==> src/rtl/keypad_char_sequencer_pkg.sv <==
// Shared definitions for the keypad character sequencer:
//   ASCII control characters inserted at end of line and the FSM state type.
package keypad_char_sequencer_pkg;

  localparam logic [7:0] ASCII_CR = 8'h0D;
  localparam logic [7:0] ASCII_LF = 8'h0A;

  typedef enum logic [1:0] {
    IDLE      = 2'd0,
    SEND_CHAR = 2'd1,
    SEND_CR   = 2'd2,
    SEND_LF   = 2'd3
  } state_e;

endpackage

==> src/rtl/bin_to_ascii.sv <==
// bin_to_ascii: combinational hex digit to ASCII converter.
//   bin_i   : 4-bit value 0x0-0xF
//   ascii_o : '0'-'9' (0x30-0x39) or 'A'-'F' (0x41-0x46)
module bin_to_ascii (
  input  logic [3:0] bin_i,
  output logic [7:0] ascii_o
);

  // 'A' - 10 = 0x37, so letters share the same add-an-offset form as digits.
  always_comb begin
    if (bin_i < 4'd10) ascii_o = 8'h30 + {4'h0, bin_i};
    else               ascii_o = 8'h37 + {4'h0, bin_i};
  end

endmodule

==> src/rtl/key_fifo.sv <==
// key_fifo: DEPTH x 4-bit synchronous FIFO for keypad codes.
//   clk_i/rst_i : clock, synchronous active-high reset (empties the FIFO)
//   push_i/data_i : write request and data (ignored when full)
//   pop_i/data_o  : read request and head-of-queue data (ignored when empty)
//   full_o/empty_o/count_o : occupancy status, count is clog2(DEPTH)+1 bits
module key_fifo #(
  parameter int unsigned DEPTH = 4,
  localparam int unsigned AW   = $clog2(DEPTH),
  localparam int unsigned CW   = AW + 1
) (
  input  logic          clk_i,
  input  logic          rst_i,
  input  logic          push_i,
  input  logic [3:0]    data_i,
  input  logic          pop_i,
  output logic [3:0]    data_o,
  output logic          full_o,
  output logic          empty_o,
  output logic [CW-1:0] count_o
);

  logic [3:0]    mem_q [DEPTH];
  logic [AW-1:0] wr_ptr_q, wr_ptr_d;
  logic [AW-1:0] rd_ptr_q, rd_ptr_d;
  logic [CW-1:0] count_q, count_d;
  logic          push_ok, pop_ok;

  assign full_o  = (count_q == CW'(DEPTH));
  assign empty_o = (count_q == '0);
  assign count_o = count_q;
  assign data_o  = mem_q[rd_ptr_q];

  // Full/empty come from the registered count, so a push into a full FIFO is
  // refused even when a pop happens in the same cycle.
  assign push_ok = push_i && !full_o;
  assign pop_ok  = pop_i && !empty_o;

  // DEPTH is a power of two, so pointer wrap is plain overflow.
  always_comb begin
    wr_ptr_d = wr_ptr_q;
    rd_ptr_d = rd_ptr_q;
    count_d  = count_q;
    if (push_ok) wr_ptr_d = wr_ptr_q + AW'(1);
    if (pop_ok)  rd_ptr_d = rd_ptr_q + AW'(1);
    if (push_ok && !pop_ok) count_d = count_q + CW'(1);
    if (!push_ok && pop_ok) count_d = count_q - CW'(1);
  end

  always_ff @(posedge clk_i) begin
    if (rst_i) begin
      wr_ptr_q <= '0;
      rd_ptr_q <= '0;
      count_q  <= '0;
    end else begin
      wr_ptr_q <= wr_ptr_d;
      rd_ptr_q <= rd_ptr_d;
      count_q  <= count_d;
    end
  end

  always_ff @(posedge clk_i) begin
    if (push_ok) mem_q[wr_ptr_q] <= data_i;
  end

endmodule

==> src/rtl/keypad_char_sequencer.sv <==
// keypad_char_sequencer: buffers keypad codes, converts them to ASCII and
// offers them to a valid/ready sink, inserting CR,LF after every LINE_LEN chars.
//   clk, reset            : clock, synchronous active-high reset
//   key_valid, key_code   : one-cycle key strobe and 4-bit code
//   char_data, char_valid : character offered to the sink
//   char_ready            : sink accepts char_data this cycle
//   fifo_count            : keys currently buffered
//   overflow              : sticky, a key was dropped on a full FIFO
//   busy                  : FSM not idle or keys still buffered
module keypad_char_sequencer
  import keypad_char_sequencer_pkg::*;
#(
  parameter int unsigned DEPTH    = 4,
  parameter int unsigned LINE_LEN = 16
) (
  input  logic                   clk,
  input  logic                   reset,
  input  logic                   key_valid,
  input  logic [3:0]             key_code,
  output logic [7:0]             char_data,
  output logic                   char_valid,
  input  logic                   char_ready,
  output logic [$clog2(DEPTH):0] fifo_count,
  output logic                   overflow,
  output logic                   busy
);

  state_e     state_q, state_d;
  logic [7:0] data_q, data_d;
  logic       valid_q, valid_d;
  logic [7:0] col_q, col_d;
  logic       ovf_q, ovf_d;

  logic       pop;
  logic       fifo_full, fifo_empty;
  logic [3:0] head;
  logic [7:0] head_ascii;
  logic       xfer, last_col;

  key_fifo #(.DEPTH(DEPTH)) u_fifo (
    .clk_i   (clk),
    .rst_i   (reset),
    .push_i  (key_valid),
    .data_i  (key_code),
    .pop_i   (pop),
    .data_o  (head),
    .full_o  (fifo_full),
    .empty_o (fifo_empty),
    .count_o (fifo_count)
  );

  bin_to_ascii u_b2a (
    .bin_i   (head),
    .ascii_o (head_ascii)
  );

  assign xfer     = valid_q && char_ready;
  assign last_col = (col_q == 8'(LINE_LEN - 1));

  always_ff @(posedge clk) begin
    if (reset) begin
      state_q <= IDLE;
      data_q  <= '0;
      valid_q <= 1'b0;
      col_q   <= '0;
      ovf_q   <= 1'b0;
    end else begin
      state_q <= state_d;
      data_q  <= data_d;
      valid_q <= valid_d;
      col_q   <= col_d;
      ovf_q   <= ovf_d;
    end
  end

  always_comb begin
    state_d = state_q;
    unique case (state_q)
      IDLE:      if (!fifo_empty) state_d = SEND_CHAR;
      SEND_CHAR: if (xfer)        state_d = last_col ? SEND_CR : IDLE;
      SEND_CR:   if (xfer)        state_d = SEND_LF;
      SEND_LF:   if (xfer)        state_d = IDLE;
      default:                    state_d = IDLE;
    endcase
  end

  // Outputs are registered: this block computes the next output register
  // contents and the FIFO pop, which only ever happens from IDLE.
  always_comb begin
    data_d  = data_q;
    valid_d = valid_q;
    col_d   = col_q;
    pop     = 1'b0;
    ovf_d   = ovf_q || (key_valid && fifo_full);
    unique case (state_q)
      IDLE: begin
        if (!fifo_empty) begin
          pop     = 1'b1;
          data_d  = head_ascii;
          valid_d = 1'b1;
        end
      end
      SEND_CHAR: begin
        if (xfer) begin
          if (last_col) begin
            col_d  = '0;
            data_d = ASCII_CR;
          end else begin
            col_d   = col_q + 8'd1;
            valid_d = 1'b0;
          end
        end
      end
      SEND_CR: if (xfer) data_d = ASCII_LF;
      SEND_LF: if (xfer) valid_d = 1'b0;
      default: valid_d = 1'b0;
    endcase
  end

  assign char_data  = data_q;
  assign char_valid = valid_q;
  assign overflow   = ovf_q;
  assign busy       = (state_q != IDLE) || !fifo_empty;

endmodule

==> config.mk <==
export PLATFORM = sky130hd
export DESIGN_NAME = keypad_char_sequencer
export DESIGN_NICKNAME = d
export VERILOG_FILES = /design/src/rtl/keypad_char_sequencer_pkg.sv /design/src/rtl/bin_to_ascii.sv /design/src/rtl/key_fifo.sv /design/src/rtl/keypad_char_sequencer.sv
export SDC_FILE = /design/constraint.sdc
export NUM_CORES = 1
export LEC_CHECK = 0
export BUFFER_PORTS_ARGS = -buffer_cell sky130_fd_sc_hd__buf_2
export CELL_PAD_IN_SITES_DETAIL_PLACEMENT = 0
export CELL_PAD_IN_SITES_GLOBAL_PLACEMENT = 1
export CORE_MARGIN = 8
export CORE_UTILIZATION = 49
export CTS_CLUSTER_SIZE = 25
export DETAILED_ROUTE_END_ITERATION = 10
export HOLD_SLACK_MARGIN = 0.15
export MAX_ROUTING_LAYER = met4
export PLACE_DENSITY_LB_ADDON = 0.3
export SETUP_SLACK_MARGIN = 0.2
export SYNTH_ARGS = -nofsm -noshare
export SYNTH_HDL_FRONTEND = slang
export SYNTH_SLANG_ARGS = --single-unit
==> constraint.sdc <==
create_clock -name clk -period 3.88 [get_ports clk]
set_input_delay 0.776 -clock clk [delete_from_list [all_inputs] [get_ports clk]]
set_output_delay 0.776 -clock clk [all_outputs]
set_load 0.05 [all_outputs]
==> flow_summary.ini <==
[global_routing]
grt_util_all_layers_pct = 12.4
use_met3_pct = 4.80
first_global_vias = 1384
antenna_found_initial = 0
grt_most_used_layer = met2
grt_overflow = 0
grt_start_max_net_pins = 24
grt_util_met2_pct = 19.0
met1_track_demand_over_resource_pct = 14.4
grt_pass1_wl_microns = 6130

[synthesis]
synth-seq-area-share_pct = 51.3
syn-num-nets = 209
yosys.area_share.xor_xnor_pct = 5.61
biggest_area_contributors_in_the_synthesized_netlist = sky130_fd_sc_hd__dfxtp_1 (28%), sky130_fd_sc_hd__edfxtp_1 (24%), sky130_fd_sc_hd__ha_1 (7.4%)
synth_ff_type = sky130_fd_sc_hd__dfxtp_1
synth.top_cell.area_share_pct = 27.6
post_synth_num_cell_types = 42
synthSimpleGateAreaFrac_pct = 16.5
mapped_area_sq_um = 2030
synth-async-reset-ratio_pct = 0
compound_cell_area_share_of_the_yosys_netlist_pct = 8.63
synth_most_common_cell = sky130_fd_sc_hd__dfxtp_1
post_synth_inst_count = 188
synth_fa_ha_area_share_pct = 8.38
yosys-mux-area-fraction_pct = 5.42
library_cell_with_the_largest_summed_area_after_synthesis = sky130_fd_sc_hd__dfxtp_1
top_cell_types_by_occurrence_after_synthesis = sky130_fd_sc_hd__dfxtp_1 (28), sky130_fd_sc_hd__nor2_1 (25), sky130_fd_sc_hd__edfxtp_1 (16), sky130_fd_sc_hd__inv_1 (14), sky130_fd_sc_hd__ha_1 (12)
synth_enable_flop_cells = 16
synth-seq-cells = 44
count_of_warnings_emitted_by_yosys = 0
synth_top_family_by_area = simple AND/OR/NAND/NOR gates
synthesis.area_per_instance_sq_um = 10.8

[placed_design]
buffer_ports.inserted = 20
finalWeightedCongestion = 0.760
place_worst_setup_slack_ns = 1.42
place_hpwl_microns = 2730

[power_and_ir_drop]
ir_worst_vdd_v = 0.000393
power.density_cell_area_nw_per_um2 = 716
power_leakage_nw = 0.922

[clocking]
post-cts-setup-buffer-count = 0
number_of_levels_in_the_clock_h_tree = 2
cts.path.max_buffers = 2
clk-insertion-delay-late_ns = 0.29
post_cts_resized = 0
clock-root-buffer = sky130_fd_sc_hd__clkbuf_8
number_of_clock_sinks = 44
hold_buffers = 0
clk_pin_slew_worst_paths_ns = 0.08
cts_tree = yes
numCtsBuffers = 5

[critical_path]
arrival_ns = 1.99
reg2reg_to = char_valid
timing.critical_path.slowest_cell_delay_ns = 0.69
critical_path.slowest_cell = sky130_fd_sc_hd__nor4b_1
crit_type = flop to output port
path_delay_family = simple AND/OR/NAND/NOR gates
cp_max_fo = 6
cp_num_buf_inv = 3
ff2ff_path_depth = 7
timing.critical_path.from_type = flop
r2r-start = state_q[0]
cp_common_cell = sky130_fd_sc_hd__inv_1
path_cells = inv_1 > ha_1 > nor4b_1 > inv_1 > buf_2
kind_of_end_point_of_the_critical_path = output port
reg2reg_setup_slack_ns = 1.57
worst_ep_required_time_ns = 3.10

[detailed_routing]
route.antenna.remaining_nets = 0
drcViolationCount = 0
detailed_route_wl_microns = 3680
wl_per_cell_microns = 14.1
viasPerCell = 5.34
dr_total_vias = 1395
drt_first_pass_iters = 4
drt_initial_violations = 114

[cells_and_area]
drive_gt1_share_pct = 16.6
synthToLayoutAreaGrowth_pct = 12.2
final_util_pct = 57.0
antennaDiodeCount = 0
layout.filler_cells = 342
finalNetCount = 231

[sta]
timing.final.hold_violations = 0
final_period_utilization_pct = 71.3
setup_clock_skew_after_layout_ns = 0.00735
maxSlewViolCount = 0
fmax_mhz = 362
finalSetupViolations = 0
tns_ns = 0
worst_slack_ns = 1.12
tightestPinTransition_ns = 0.825
timing.final.crit_period_ns = 2.76
rsz0062_at_grt = false
slew_headroom_pct = 44.2

[die]
placeableCoreArea_sq_um = 4000
placement_rows = 23
floorplan.initialDensity_pct = 50.8
die_area_sq_um = 6460
io_pins = 22
chipHeight_microns = 80.4
die_x_microns = 80.4

[min_path]
hold_path_startpoint = char_data[6]
hold_end = char_data[6]
worst_hold_path.num_cells = 2
hold_class = flop to flop

[job]
maximum_capacitance_violations = 0

[status]
status = finished clean
-- routing by layer --
metal	part of all wire (%)	wire, microns
met1	47	1750
met4	0.98	36
met5	0	0
met3	6.1	223
met2	45	1670
-- logic make-up after synthesis --
kind of cell    count (synthesis)
buf+inv                        19
compound gates                 27
other cells                     1
mux                             6
xor+xnor                       13
simple gates                   65
flops                          44
fa+ha+maj                      13
-- cells in the final DEF, fill, tap and decap left out, drive strengths merged, types with 2 or more instances in the layout --
| cell type | instances |
|---|---|
| mux4 | 4 |
| nand3 | 6 |
| nand2 | 11 |
| or3 | 2 |
| nand3b | 2 |
| buf | 20 |
| o21a | 2 |
| mux2i | 2 |
| edfxtp | 16 |
| inv | 15 |
| a211oi | 4 |
| a21oi | 10 |
| clkbuf | 5 |
| ha | 12 |
| nor2 | 25 |
| a211o | 2 |
| nor2b | 2 |
| xnor2 | 5 |
| and3 | 2 |
| nor4 | 2 |
| o21ai | 3 |
| or3b | 2 |
| and2 | 4 |
| dfxtp | 28 |
| nor3 | 4 |
| xor2 | 8 |
-- worst reg2reg max path, delay by kind of cell (launching register included) --
family | cells | cell delay [ns]
AOI/OAI and AO/OA | 3 | 0.82
adders and majority gates | 1 | 0.28
buffers and inverters | 1 | 0.11
DFF | 1 | 0.42
and+or+nand+nor | 2 | 0.55
-- state kept, by name, indices dropped and copies added (netlist names), named ones only --
signal           flops
char_data            7
char_valid           1
col_q                8
overflow             1
state_q              1
u_fifo.count_o       3
u_fifo.mem_q        16
u_fifo.rd_ptr_q      2
u_fifo.wr_ptr_q      2
-- cell type report --
class                   instances  area [sq um]  share of cell area (%)
multi-input cells             125           907                    39.8
well taps                      50          62.6                    2.75
inverters                      14          52.6                    2.31
clock inverters                 3          46.3                    2.03
flip-flops and latches         44          1040                    45.7
repair buffers                 20           100                    4.39
clock buffers                   5          68.8                    3.02
-- how the worst max path moves through the flow --
stage | startpoint | to | slack (ns) | depth (start not counted)
finish | state_q[0] | busy | 1.12 | 5
global route | state_q[0] | busy | 0.91 | 5
CTS | state_q[0] | busy | 1.10 | 5
detailed placement | key_valid | u_fifo.count_o[2] | 1.42 | 9
global placement | key_valid | u_fifo.count_o[2] | 1.49 | 9
floorplan | key_valid | u_fifo.count_o[2] | 1.60 | 8
-- per-stage QoR --
stage	hold WS, ns	area, sq um	instances	power, mW
after CTS	0.465	2280	261	1.65
after global placement	0.438	2160	253	1.27
after global routing	0.497	2280	261	1.74
after detailed placement	0.456	2160	253	1.29
after floorplan	0.469	2030	188	1.17
final	0.465	2280	261	1.63
-- report_power, final --
part           internal, mW  total (mW)  switching, mW
Clock                 0.194       0.350          0.156
Combinational         0.235       0.661          0.426
Sequential            0.559       0.621         0.0625
Total                 0.988        1.63          0.645
Note: power is estimated with default switching activity, not from simulation.
